--- src/rtl/ccff_loader_pkg.sv ---
// Shared types and constants for the configuration-chain loader.
package ccff_loader_pkg;

  typedef enum logic [2:0] {
    ST_IDLE   = 3'd0,
    ST_LOAD   = 3'd1,
    ST_VERIFY = 3'd2,
    ST_CHECK  = 3'd3,
    ST_FIN    = 3'd4
  } ccff_ld_state_t;

  localparam int CRC_W = 8;
  localparam logic [CRC_W-1:0] CRC_POLY_DEFAULT = 8'h07;

  // One bit-serial CRC-8 step, MSB-first Galois form.
  function automatic logic [CRC_W-1:0] crc8_step(
    input logic [CRC_W-1:0] crc,
    input logic             bit_in,
    input logic [CRC_W-1:0] poly
  );
    crc8_step = {crc[CRC_W-2:0], 1'b0} ^ ((crc[CRC_W-1] ^ bit_in) ? poly : {CRC_W{1'b0}});
  endfunction

endpackage

--- src/rtl/ccff_crc8_serial.sv ---
// Bit-serial CRC-8 accumulator; clear takes priority over folding a bit.
module ccff_crc8_serial
  import ccff_loader_pkg::*;
#(
  parameter logic [CRC_W-1:0] POLY = CRC_POLY_DEFAULT
) (
  input  logic             clk,
  input  logic             rst,
  input  logic             clear,
  input  logic             bit_en,
  input  logic             bit_in,
  output logic [CRC_W-1:0] crc_out
);

  logic [CRC_W-1:0] crc_r;

  // CRC register: zero on reset or clear, otherwise fold one bit when enabled
  always_ff @(posedge clk or posedge rst) begin
    if (rst) begin
      crc_r <= {CRC_W{1'b0}};
    end else if (clear) begin
      crc_r <= {CRC_W{1'b0}};
    end else if (bit_en) begin
      crc_r <= crc8_step(crc_r, bit_in, POLY);
    end
  end

  assign crc_out = crc_r;

endmodule

--- src/rtl/ccff_chain_loader.sv ---
// Programming sequencer for one configuration-chain segment: streams
// bitstream words onto the chain, optionally recirculates it once to
// CRC-check the contents, then releases pad isolation.
module ccff_chain_loader
  import ccff_loader_pkg::*;
#(
  parameter int               CHAIN_LEN = 4,
  parameter int               WORD_W    = 8,
  parameter logic [CRC_W-1:0] CRC_POLY  = CRC_POLY_DEFAULT
) (
  input  logic              prog_clk,
  input  logic              prog_reset,
  input  logic              start,
  input  logic              verify_en,
  input  logic [WORD_W-1:0] cfg_data,
  input  logic              cfg_valid,
  output logic              cfg_ready,
  output logic              ccff_head,
  input  logic              ccff_tail,
  output logic              chain_clk_en,
  output logic              isol_n,
  output logic              busy,
  output logic              done,
  output logic              error
);

  localparam int CW = $clog2(CHAIN_LEN + 1);
  localparam int IW = (WORD_W > 1) ? $clog2(WORD_W) : 1;
  localparam logic [CW-1:0] CNT_MAX_C  = CW'(CHAIN_LEN);
  localparam logic [CW-1:0] CNT_LAST_C = CW'(CHAIN_LEN - 1);
  localparam logic [CW-1:0] CNT_ONE_C  = CW'(1);
  localparam logic [IW-1:0] IDX_LAST_C = IW'(WORD_W - 1);
  localparam logic [IW-1:0] IDX_ONE_C  = IW'(1);

  ccff_ld_state_t    state_r, state_s;
  logic [WORD_W-1:0] buf_r;
  logic              buf_full_r;
  logic [IW-1:0]     idx_r;
  logic [CW-1:0]     bit_cnt_r, verify_cnt_r;
  logic              verify_en_r, head_hold_r, isol_n_r, error_r;
  logic              start_s, shift_s, recirc_s, final_bit_s, word_end_s, ready_s, accept_s;
  logic              cur_bit_s;
  logic [CRC_W-1:0]  crc_tx_s, crc_rx_s;

  assign cur_bit_s = buf_r[idx_r];
  assign accept_s  = cfg_valid & ready_s;

  // Next state, shift/recirculate strobes and the zero-bubble ready decode
  always_comb begin
    state_s     = state_r;
    start_s     = 1'b0;
    shift_s     = 1'b0;
    recirc_s    = 1'b0;
    final_bit_s = 1'b0;
    word_end_s  = 1'b0;
    ready_s     = 1'b0;
    case (state_r)
      ST_IDLE: begin
        if (start) begin
          start_s = 1'b1;
          state_s = ST_LOAD;
        end else begin
          state_s = ST_IDLE;
        end
      end
      ST_LOAD: begin
        shift_s     = buf_full_r && (bit_cnt_r != CNT_MAX_C);
        final_bit_s = shift_s && (bit_cnt_r == CNT_LAST_C);
        word_end_s  = shift_s && (idx_r == IDX_LAST_C);
        // A new word may land while the last bit of the current one shifts,
        // but never once the chain has all the bits it needs.
        if ((bit_cnt_r == CNT_MAX_C) || final_bit_s) begin
          ready_s = 1'b0;
        end else if (!buf_full_r || word_end_s) begin
          ready_s = 1'b1;
        end else begin
          ready_s = 1'b0;
        end
        if (final_bit_s || (bit_cnt_r == CNT_MAX_C)) begin
          state_s = verify_en_r ? ST_VERIFY : ST_FIN;
        end else begin
          state_s = ST_LOAD;
        end
      end
      ST_VERIFY: begin
        recirc_s = 1'b1;
        if (verify_cnt_r == CNT_LAST_C) begin
          state_s = ST_CHECK;
        end else begin
          state_s = ST_VERIFY;
        end
      end
      ST_CHECK: state_s = ST_FIN;
      ST_FIN:   state_s = ST_IDLE;
      default:  state_s = ST_IDLE;
    endcase
  end

  // State register
  always_ff @(posedge prog_clk or posedge prog_reset) begin
    if (prog_reset) begin
      state_r <= ST_IDLE;
    end else begin
      state_r <= state_s;
    end
  end

  // One-entry word buffer; a partial final word is dropped with the last chain bit
  always_ff @(posedge prog_clk or posedge prog_reset) begin
    if (prog_reset) begin
      buf_r      <= {WORD_W{1'b0}};
      buf_full_r <= 1'b0;
      idx_r      <= {IW{1'b0}};
    end else if (start_s) begin
      buf_full_r <= 1'b0;
      idx_r      <= {IW{1'b0}};
    end else if (accept_s) begin
      buf_r      <= cfg_data;
      buf_full_r <= 1'b1;
      idx_r      <= {IW{1'b0}};
    end else if (final_bit_s || word_end_s) begin
      buf_full_r <= 1'b0;
      idx_r      <= {IW{1'b0}};
    end else if (shift_s) begin
      idx_r <= idx_r + IDX_ONE_C;
    end
  end

  // Saturating bit counters for the load and recirculate passes
  always_ff @(posedge prog_clk or posedge prog_reset) begin
    if (prog_reset) begin
      bit_cnt_r    <= {CW{1'b0}};
      verify_cnt_r <= {CW{1'b0}};
    end else if (start_s) begin
      bit_cnt_r    <= {CW{1'b0}};
      verify_cnt_r <= {CW{1'b0}};
    end else begin
      if (shift_s && (bit_cnt_r != CNT_MAX_C)) begin
        bit_cnt_r <= bit_cnt_r + CNT_ONE_C;
      end
      if (recirc_s && (verify_cnt_r != CNT_MAX_C)) begin
        verify_cnt_r <= verify_cnt_r + CNT_ONE_C;
      end
    end
  end

  // Session flags: latched verify mode, held head bit, sticky error, isolation
  always_ff @(posedge prog_clk or posedge prog_reset) begin
    if (prog_reset) begin
      verify_en_r <= 1'b0;
      head_hold_r <= 1'b0;
      error_r     <= 1'b0;
      isol_n_r    <= 1'b0;
    end else if (start_s) begin
      verify_en_r <= verify_en;
      error_r     <= 1'b0;
      isol_n_r    <= 1'b0;
    end else if (shift_s) begin
      head_hold_r <= cur_bit_s;
    end else if (state_r == ST_CHECK) begin
      error_r <= (crc_tx_s != crc_rx_s);
    end else if (state_r == ST_FIN) begin
      isol_n_r <= ~error_r;
    end
  end

  ccff_crc8_serial #(.POLY(CRC_POLY)) u_crc_tx (
    .clk     (prog_clk),
    .rst     (prog_reset),
    .clear   (start_s),
    .bit_en  (shift_s),
    .bit_in  (cur_bit_s),
    .crc_out (crc_tx_s)
  );

  ccff_crc8_serial #(.POLY(CRC_POLY)) u_crc_rx (
    .clk     (prog_clk),
    .rst     (prog_reset),
    .clear   (start_s),
    .bit_en  (recirc_s),
    .bit_in  (ccff_tail),
    .crc_out (crc_rx_s)
  );

  assign cfg_ready    = ready_s;
  assign chain_clk_en = shift_s | recirc_s;
  assign ccff_head    = shift_s ? cur_bit_s : (recirc_s ? ccff_tail : head_hold_r);
  assign busy         = (state_r != ST_IDLE);
  assign done         = (state_r == ST_FIN);
  assign isol_n       = isol_n_r;
  assign error        = error_r;

endmodule

--- config.mk ---
export PLATFORM = sky130hd
export DESIGN_NAME = ccff_chain_loader
export DESIGN_NICKNAME = d
export VERILOG_FILES = /design/src/rtl/ccff_loader_pkg.sv /design/src/rtl/ccff_crc8_serial.sv /design/src/rtl/ccff_chain_loader.sv
export SDC_FILE = /design/constraint.sdc
export NUM_CORES = 1
export LEC_CHECK = 0
export ABC_AREA = 1
export CAP_MARGIN = 25
export CORE_MARGIN = 8
export CORE_UTILIZATION = 40
export DETAILED_ROUTE_END_ITERATION = 7
export PLACE_DENSITY = 0.63
export SYNTH_ARGS = -nofsm -noshare
export SYNTH_HDL_FRONTEND = slang
export SYNTH_SLANG_ARGS = --single-unit
--- constraint.sdc ---
create_clock -name prog_clk -period 2.36 [get_ports prog_clk]
set_input_delay 0.236 -clock prog_clk [delete_from_list [all_inputs] [get_ports prog_clk]]
set_output_delay 0.236 -clock prog_clk [all_outputs]
set_load 0.02 [all_outputs]
# Yosys cells after proc, flatten, opt, wreduce, memory -nomap -nowiden
# Index checks and enable logic that the tools add are counted.
[word_totals]
reg_bits = 41
latchBits = 0
ramBits = 0
mem_bits_ro = 0
inputBits = 14
output_inout_bits = 7
wordCells = 102
mem_count = 0
[op_classes]
add_sub_neg = 3
mul = 0
n_div = 0
order_cmp = 1
eq_ne = 13
shifts = 0
n_mux = 42
n_bitwise = 8
reduce_logical = 23
[op_table]
columns = ["op", "count"]
rows = [
  ["$mux W3", 12],
  ["$mux W8", 4],
  ["$mux W1", 24],
  ["$xor A8 B8 Y8", 2],
  ["$eq A3 B2 Y1 const B", 4],
  ["$pmux W3 S4", 1],
  ["$reduce_bool A2 Y1", 6],
  ["$add A3 B1 Y3 const B", 3],
  ["$eq A3 B3 Y1 const B", 3],
  ["$ne A8 B8 Y1", 1],
  ["$ne A3 B3 Y1 const B", 2],
  ["$reduce_and A2 Y1", 3],
  ["$reduce_bool A3 Y1", 2],
  ["$logic_and A1 B1 Y1", 5],
  ["$lt A3 B4 Y1 const B", 1],
  ["$ne A2 B2 Y1 const B", 2],
  ["$reduce_bool A4 Y1", 1],
  ["$bmux W1 S3", 1],
  ["$eq A3 B1 Y1 const B", 1],
  ["$logic_not A3 Y1", 1],
  ["$logic_or A1 B1 Y1", 3],
  ["$reduce_and A3 Y1", 1],
  ["$not A1 Y1", 2],
  ["$xor A1 B1 Y1", 2],
  ["other kinds (3)", 3],
]

# Longest topological paths before layout
# Gate-level depths: netlist of run 1.
[logic_depth]
depth_word = 10
mapped_depth = 9
depth_no_buf = 9

# Hierarchy
# From an unflattened synthesis of run 1, not the netlist that was laid out.
[hier_totals]
cells_unflattened = 267
hier_area_um2 = 2258.4
[by_module_without_submodules]
columns = ["module", "n_inst", "cells_per_inst", "area_each_um2", "seq_area_each_um2"]
rows = [
  ["ccff_chain_loader", 1, 179, 1512.7, 625.6],
  ["ccff_crc8_serial", 2, 44, 372.9, 200.2],
]

# Least setup slack after synthesis of run 1
# No wires, ideal clock.
[synth_path]
path_kind = "register to register"
start = "reg bit_cnt_r[0]"
end = "reg idx_r[0]"
setup_ps = 128
arrival_time_ps = 1662
t_required_ps = 2232
setup_slack_ps = 571
path_stages_with_launch = 10
n_path_buf = 1
period_less_slack_ps = 1789
cell_sequence = "dfrtp_1 -> ha_1 -> ha_1 -> inv_1 -> o21ai_2 -> a211oi_4 -> nand2_4 -> buf_6 -> nand3_2 -> o21ai_1"
[synth_via]
elab_chain_cells = 10
word_cells_on_any_way = 20
cone_classes = "eq/ne (3); mux (9); bitwise (1); reduce/logical (7)"
[synth_lines]
columns = ["item", "line", "source"]
rows = [
  ["from (decl)", "ccff_chain_loader.sv:39", "logic [CW-1:0] bit_cnt_r, verify_cnt_r;"],
  ["from (signal assigned)", "ccff_chain_loader.sv:132", "bit_cnt_r <= {CW{1'b0}};"],
  ["from (signal assigned)", "ccff_chain_loader.sv:135", "bit_cnt_r <= {CW{1'b0}};"],
  ["from (signal assigned)", "ccff_chain_loader.sv:139", "bit_cnt_r <= bit_cnt_r + CNT_ONE_C;"],
  ["$ne A3 B3 Y1", "ccff_chain_loader.sv:67", "shift_s = buf_full_r && (bit_cnt_r != CNT_MAX_C);"],
  ["$logic_and A1 B1 Y1", "ccff_chain_loader.sv:67", ""],
  ["$logic_and A1 B1 Y1", "ccff_chain_loader.sv:69", "word_end_s = shift_s && (idx_r == IDX_LAST_C);"],
  ["$logic_or A1 B1 Y1", "ccff_chain_loader.sv:74", "end else if (!buf_full_r || word_end_s) begin"],
  ["$mux W1", "ccff_chain_loader.sv:74", ""],
  ["$mux W1 (*)", "ccff_chain_loader.sv:72", "if ((bit_cnt_r == CNT_MAX_C) || final_bit_s) begin"],
  ["$mux W1 (*)", "ccff_chain_loader.sv:57", "case (state_r)"],
  ["named net cfg_ready", "ccff_chain_loader.sv:17", "output logic cfg_ready,"],
  ["$and A1 B1 Y1 (*)", "ccff_chain_loader.sv:46", "assign accept_s = cfg_valid & ready_s;"],
  ["$mux W3", "ccff_chain_loader.sv:117", "end else if (accept_s) begin"],
  ["$mux W3", "ccff_chain_loader.sv:114", "end else if (start_s) begin"],
  ["to (signal assigned)", "ccff_chain_loader.sv:113", "idx_r <= {IW{1'b0}};"],
  ["to (signal assigned)", "ccff_chain_loader.sv:116", "idx_r <= {IW{1'b0}};"],
  ["to (signal assigned)", "ccff_chain_loader.sv:120", "idx_r <= {IW{1'b0}};"],
  ["to (decl)", "ccff_chain_loader.sv:38", "logic [IW-1:0] idx_r;"],
]
# Mark *: on every way through the listed nets, which the timed path passes. The rest lies on a longest branch.
# A chain may end at the register's enable or synchronous reset.

# Worst setup path in the final report of run 1
[layout_path]
start = "reg bit_cnt_r[0]"
end = "out ccff_head"
[layout_via]
elab_chain_cells = 4
[layout_lines]
columns = ["item", "line", "source"]
rows = [
  ["$ne A3 B3 Y1", "ccff_chain_loader.sv:67", ""],
  ["$logic_and A1 B1 Y1", "ccff_chain_loader.sv:67", ""],
  ["$mux W1", "ccff_chain_loader.sv:57", ""],
  ["$mux W1", "ccff_chain_loader.sv:187", "assign ccff_head = shift_s ? cur_bit_s : (recirc_s ? ccff_tail : head_hold_r);"],
  ["to (decl)", "ccff_chain_loader.sv:18", "output logic ccff_head,"],
]
# No other way between the ends.

==> impl_metrics.yaml, run 1 <==
run_status:
  outcome: "complete, no violations"
routing:
  route.antenna.remaining_nets: 0
  num_vias: 1671
  drc: 0
  drtPass1Iterations: 4
  wl_per_cell_um: 12.6
  detailed_router_s_first_iteration_violation_count: 100
  detail_route.wirelength_mm: 4.30
  vias_per_cell: 4.90
place:
  pre_cts_ws_ns: 0.228
  postPlaceCellArea_mm2: 0.00241
  detailed_place_hpwl_mm: 3.21
  place.gp.congestion: 0.767
  place.port_buffers: 20
final_layout:
  fillCellCount: 509
  design.final.nets: 292
  area_growth_syn_to_layout_pct: 20.4
  final_layout_size_suffix_gt1_share_pct: 12.2
  num_antenna_cells: 0
  final_cell_area_mm2: 0.00254
  final_common_cell: "inv_1"
  layout_common_cells: "inv_1, nand2_1, dfrtp_1"
grt:
  grt_start_max_net_pins: 42
  grt_pass1_vias: 1640
  grt_pass1_wl_mm: 7.48
  globalRouteTotalUtil_pct: 12.5
  grt-ovfl-total: 0
  grt_antenna_before_repair: 0
cts:
  h-tree-depth: 2
  cts.sinks: 41
  root_buffer: "clkbuf_8"
  cts_hold_buf: 0
  cts_made_buffers: 5
  clk-insertion-delay-late_ns: 0.30
  clock_edge_transition_at_the_registers_on_the_reported_setup_and_hold_paths_ns: 0.08
  cts_setup_buffers: 0
  cts_tree: "built"
  cts_max_path_buffers: 2
setup_path:
  timing.critical_path.to_type: "output pin"
  timing.critical_path.arrival_ns: 1.94
  regToRegSetupSlack_ns: 0.60
  crit_path_cell_trace: "inv_1 > ha_1 > nand2_1 > inv_1 > nor3_4 > inv_2 > o21ai_0 > o21ai_0 > dlygate4sd2_1"
  timing.critical_path.from_type: "register"
  crit_family: "buffers and inverters"
  worstPathMaxFanout: 9
  cpPeakStageDelay_ns: 0.38
  cp_slowest_cell: "dfrtp_1"
  critical_path.n_buffers_inverters: 4
  setup.worst_path.class: "register to output pin"
  critPathRequiredTime_ns: 2.12
floorplanning:
  fp.coreArea_mm2: 0.00511
  die_y_um: 88.6
  floorplan.initialDensity_pct: 41.3
  floorplan.io_pins: 21
  fp.dieArea_mm2: 0.00785
  die_width_um: 88.6
  placementRows: 26
pwr:
  power-per-cell-area_mw_per_mm2: 1320
  design_power_total_mw: 3.35
  static_leakage_nw: 1.22
  ir_worst_vdd_mv: 0.480
sta:
  setup_tns_ns: 0
  worst_slew_pin_slew_ns: 0.519
  finalHoldViolations: 0
  max_clock_freq_mhz: 459
  timing.final.crit_share_pct: 92.3
  final.min_clock_period_ns: 2.18
  postLayoutSetupSlackWorst_ns: 0.182
  finalClockSkew_ns: 0.00572
  rsz_0062_raised_after_global_routing: "false"
  slew_viol_final: 0
  finalSetupViolations: 0
  max-slew-margin-rel_pct: 65.4
  finalHoldWorstSlack_ns: 0.370
synth:
  yosys-top-cells-area: "dfrtp_1, inv_1, nand2_1, ha_1, nand3_1"
  netlist-cell-type-count: 30
  synth.top_cell.area_share_pct: 48.7
  dominantRegCellSynth: "dfrtp_1"
  post-synth-top-area-cell: "dfrtp_1"
  post_synthesis_sequential_element_count: 41
  synthesis.area_per_instance_um2: 8.75
  synth_sequential_area_ratio_pct: 48.7
  number_of_enable_type_register_cells_in_the_synthesized_netlist: 0
  synthesis.instances: 241
  synthesis.yosys.warnings: 0
  number_of_nets_produced_by_synthesis: 263
  share_of_async_settable_or_async_resettable_flops_after_synthesis_pct: 100
  syn_area_mm2: 0.00211
job:
  maxCapViolCount: 0
min_path:
  hp-class: "input pin to async pin"
## worst min-delay path, stage by stage
cell and delay [ns]:
clkdlybuf4s50_1 0.39, inv_1 0.05, buf_4 0.44
## final cells by class
| cell class | count | area (um2) | area share [%] |
|---|---|---|---|
| clock inverter | 3 | 65.1 | 2.56 |
| multi-input combinational | 148 | 878 | 34.6 |
| tap | 70 | 87.6 | 3.45 |
| timing repair buffer | 23 | 219 | 8.63 |
| clock buffer | 5 | 68.8 | 2.71 |
| sequential | 41 | 1030 | 40.4 |
| inverter | 51 | 193 | 7.59 |
## final timing paths
check | from | endpoint | cells past startpoint
max | bit_cnt_r[0]$_DFFE_PP0P_ | ccff_head | 9
min | prog_reset | verify_cnt_r[2]$_DFFE_PP0P_ | 3
max reg2reg | bit_cnt_r[0]$_DFFE_PP0P_ | buf_r[6]$_DFFE_PP0P_ | 8
min reg2reg | verify_en_r$_DFFE_PP0P_ | state_r[2]$_DFF_PP0_ | 1
max in group asynchronous | prog_reset | u_crc_rx.crc_out[1]$_DFFE_PP0P_ | 3
min in group prog_clk | verify_en_r$_DFFE_PP0P_ | state_r[2]$_DFF_PP0_ | 1
## synthesized netlist by cell type, types with 2 or more instances
master	instances
nand3_1	19
nand2_1	43
a31oi_1	2
inv_1	47
inv_2	3
nand3_2	2
o22ai_1	15
nor2_1	16
a21oi_2	8
ha_1	8
o21ai_0	12
xnor2_1	2
dfrtp_1	41
nand4_1	2
nor3_1	3
o31ai_1	4
## sequential cells by signal, summed over array words and instances, names as in the netlist, 3 cells and up
register,count
buf_r,8
u_crc_rx.crc_out,8
u_crc_tx.crc_out,8
bit_cnt_r,3
idx_r,3
state_r,3
verify_cnt_r,3
## report_power, final
part           internal [mW]  switching [mW]  leakage (nW)
clock network          0.420           0.251        0.0681
registers              0.953           0.163         0.523
logic                  0.575           0.986         0.627
total                   1.95            1.40          1.22
## metrics by stage
step / util (%) / cells
after detailed placement: 47.1 / 333
after floorplan: - / 241
after global placement: 47.1 / 333
after global routing: 49.7 / 341
after CTS: 49.7 / 341
final: 49.7 / 341
## kinds of logic (layout without fill, tap and decap cells)
| group | count (synthesis) | after routing | share of synthesized area [%] |
|---|---|---|---|
| fa+ha+maj | 8 | 8 | 4.75 |
| flops | 41 | 41 | 48.7 |
| compound gates | 46 | 46 | 14.8 |
| simple gates | 91 | 91 | 20.8 |
| buf+inv | 52 | 82 | 9.67 |
| xor+xnor | 3 | 3 | 1.25 |
## repair_timing
action / in CTS / in global routing
endpoints found under the hold margin: 0 / 0
resized for setup: 3 / 0
endpoints found under the setup margin: 3 / 0
## per-layer routing
metal | up-vias | wire [um] | global-route usage [%] | part of all wire [%]
met5 | - | 0 | 0 | 0
met4 | 0 | 76 | 4.61 | 1.8
met3 | 8 | 226 | 3.34 | 5.3
met2 | 33 | 2010 | 20.5 | 47
met1 | 787 | 1980 | 15.3 | 46
li1 | 843 | - | - | -
Power figures use the tool's default switching activity.
==> run 2: changes to the inputs <==
--- a/config.mk
+++ b/config.mk
@@ -7,10 +7,12 @@
 export LEC_CHECK = 0
 export ABC_AREA = 1
 export CAP_MARGIN = 25
+export CELL_PAD_IN_SITES_DETAIL_PLACEMENT = 2
+export CELL_PAD_IN_SITES_GLOBAL_PLACEMENT = 2
 export CORE_MARGIN = 8
-export CORE_UTILIZATION = 40
+export CORE_UTILIZATION = 37
 export DETAILED_ROUTE_END_ITERATION = 7
-export PLACE_DENSITY = 0.63
+export PLACE_DENSITY = 0.87
 export SYNTH_ARGS = -nofsm -noshare
 export SYNTH_HDL_FRONTEND = slang
 export SYNTH_SLANG_ARGS = --single-unit
==> run 2 against run 1 <==
Against the previous run: sequential cell count unchanged; final area rose by 1.6%; worst setup slack worse by 0.10 ns; combinational power up 19%; non-clock buffer count increased by 6; sequential power about the same; critical endpoint unchanged; largest cell class unchanged.
==> impl_metrics.yaml, run 2 (same netlist as run 1, synthesis figures left out) <==
floorplanning:
  floorplan.io_pins: 21
  placementRows: 27
  die_y_um: 91.5
  die_width_um: 91.5
  fp.dieArea_mm2: 0.00837
  fp.coreArea_mm2: 0.00551
  floorplan.initialDensity_pct: 38.3
sta:
  slew_viol_final: 0
  timing.final.crit_share_pct: 96.5
  finalClockSkew_ns: 0.00926
  worst_slew_pin_slew_ns: 0.530
  max_clock_freq_mhz: 439
  finalHoldViolations: 0
  finalHoldWorstSlack_ns: 0.366
  final.min_clock_period_ns: 2.28
  finalSetupViolations: 0
  max-slew-margin-rel_pct: 64.7
final_layout:
  area_growth_syn_to_layout_pct: 22.3
  final_layout_size_suffix_gt1_share_pct: 15.2
  final_common_cell: "inv_1"
  finish.utilization_pct: 46.8
  num_antenna_cells: 0
  layoutNonFillerInstCount: 349
  design.final.nets: 298
  layout_common_cells: "inv_1, nand2_1, dfrtp_1"
grt:
  grt_antenna_before_repair: 0
  grt_start_max_net_pins: 42
  grt-ovfl-total: 0
  grt_pass1_vias: 2116
  grt_pass1_wl_mm: 11.5
  globalRouteTotalUtil_pct: 17.2
routing:
  vias_per_cell: 5.31
  met2_wirelength_mm: 3.53
  topRoutingLayerUsed: "met4"
  route.antenna.remaining_nets: 0
  wl_per_cell_um: 19.6
  route.layer.met1.wl_mm: 3.05
  detail_route.wirelength_mm: 6.85
  detailed_router_s_first_iteration_violation_count: 62
  drc: 0
  dr_wl_met3_um: 196
  num_vias: 1852
  drtPass1Iterations: 4
setup_path:
  setup.worst_path.class: "register to output pin"
  regToRegEndpoint: "bit_cnt_r[1]$_DFFE_PP0P_"
  rr_startpoint: "bit_cnt_r[0]$_DFFE_PP0P_"
  cpPeakStageDelay_ns: 0.42
  critical_path.n_buffers_inverters: 4
  reg2regPathDepth: 11
  timing.critical_path.from_type: "register"
  worstPathMaxFanout: 4
  crit_cells: 9
  timing.critical_path.arrival_ns: 2.04
  regToRegSetupSlack_ns: 0.20
  crit_path_cell_trace: "inv_1 > ha_1 > nand2_1 > inv_1 > nor3_4 > buf_4 > nand3_1 > o21ai_0 > buf_2"
  crit_path_end: "ccff_head"
  timing.critical_path.to_type: "output pin"
  setup.worst_path.start: "bit_cnt_r[0]$_DFFE_PP0P_"
  cp_slowest_cell: "dfrtp_1"
  path_common_cell: "inv_1"
  critPathRequiredTime_ns: 2.12
  crit_family: "buffers and inverters"
run_status:
  outcome: "complete, no violations"
pwr:
  design_power_total_mw: 3.68
  p_clk_share_pct: 18.4
  ir_worst_vdd_mv: 0.597
  static_leakage_nw: 1.24
  pwr-share-seq_pct: 31.2
  switching_part_of_the_total_pct: 45.3
  switching_power_mw: 1.67
  power-per-cell-area_mw_per_mm2: 1430
  cellInternalPower_mw: 2.01
  power.combinational.fraction_pct: 50.4
place:
  numPlacedInstances: 337
  detailed_place_hpwl_mm: 4.31
  place.port_buffers: 20
  place.gp.congestion: 0.779
min_path:
  hp-class: "input pin to async pin"
cts:
  cts.sinks: 41
  clk-insertion-delay-late_ns: 0.30
  cts_made_buffers: 5
  h-tree-depth: 2
  cts_max_path_buffers: 2
  clock_edge_transition_at_the_registers_on_the_reported_setup_and_hold_paths_ns: 0.09
  root_buffer: "clkbuf_8"
  cts_tree: "built"
job:
  maxCapViolCount: 0
## run 2: routing by layer
metal  vias up  track usage (%)
met5         -                0
met4         0             4.50
met3         6             3.13
met2        34             30.4
met1       962             20.9
li1        850                -
## run 2: worst min-delay path by stage
stage                              end  depth (start not counted)
5_1_grt           state_r[1]$_DFF_PP0_                          3
2_1_floorplan  verify_en_r$_DFFE_PP0P_                          2
6_report          state_r[1]$_DFF_PP0_                          3
4_1_cts           state_r[1]$_DFF_PP0_                          3
3_3_place_gp      state_r[2]$_DFF_PP0_                          1
3_5_place_dp      state_r[2]$_DFF_PP0_                          1
## run 2: stage by stage
stage                     setup TNS, ns  worst slack (ns)  area (um2)
after floorplan                       0             0.571        2110
after CTS                             0            0.0108        2570
final                                 0            0.0820        2580
after detailed placement              0            0.0957        2420
after global placement                0             0.171        2420
after global routing            -0.0118           -0.0118        2580
## run 2: worst register-to-register path, stage by stage, from the launching register on
cell and delay (ns):
dfrtp_1 0.43, inv_1 0.09, ha_1 0.16, nand2_1 0.12
inv_1 0.13, nor3_4 0.06, buf_4 0.15, buf_4 0.14
buf_4 0.16, nor2_4 0.20, inv_2 0.15, o21ai_0 0.25
## run 2: area by class of cell
cell class | count | area, um2
clock inverter | 3 | 65.1
tap | 72 | 90.1
timing repair buffer | 29 | 256
sequential | 41 | 1030
inverter | 51 | 193
fill | 613 | 2930
multi-input combinational | 148 | 878
clock buffer | 5 | 68.8
## run 2: power groups by stage
stage               Combinational [mW]  Sequential, mW  Clock, mW
floorplan                         1.15            1.11          0
global route                      2.02            1.18      0.717
finish                            1.86            1.15      0.678
detailed placement                1.70            1.15          0
CTS                               1.83            1.15      0.697
global placement                  1.63            1.13          0
## run 2: what timing repair did
| action | CTS | global route |
|---|---|---|
| pin swaps | 1 | 0 |
| setup endpoints to repair | 3 | 1 |
| gates resized for setup | 7 | 3 |
| gates cloned | 0 | 0 |
| setup buffers | 2 | 2 |
| hold buffers | 0 | 0 |
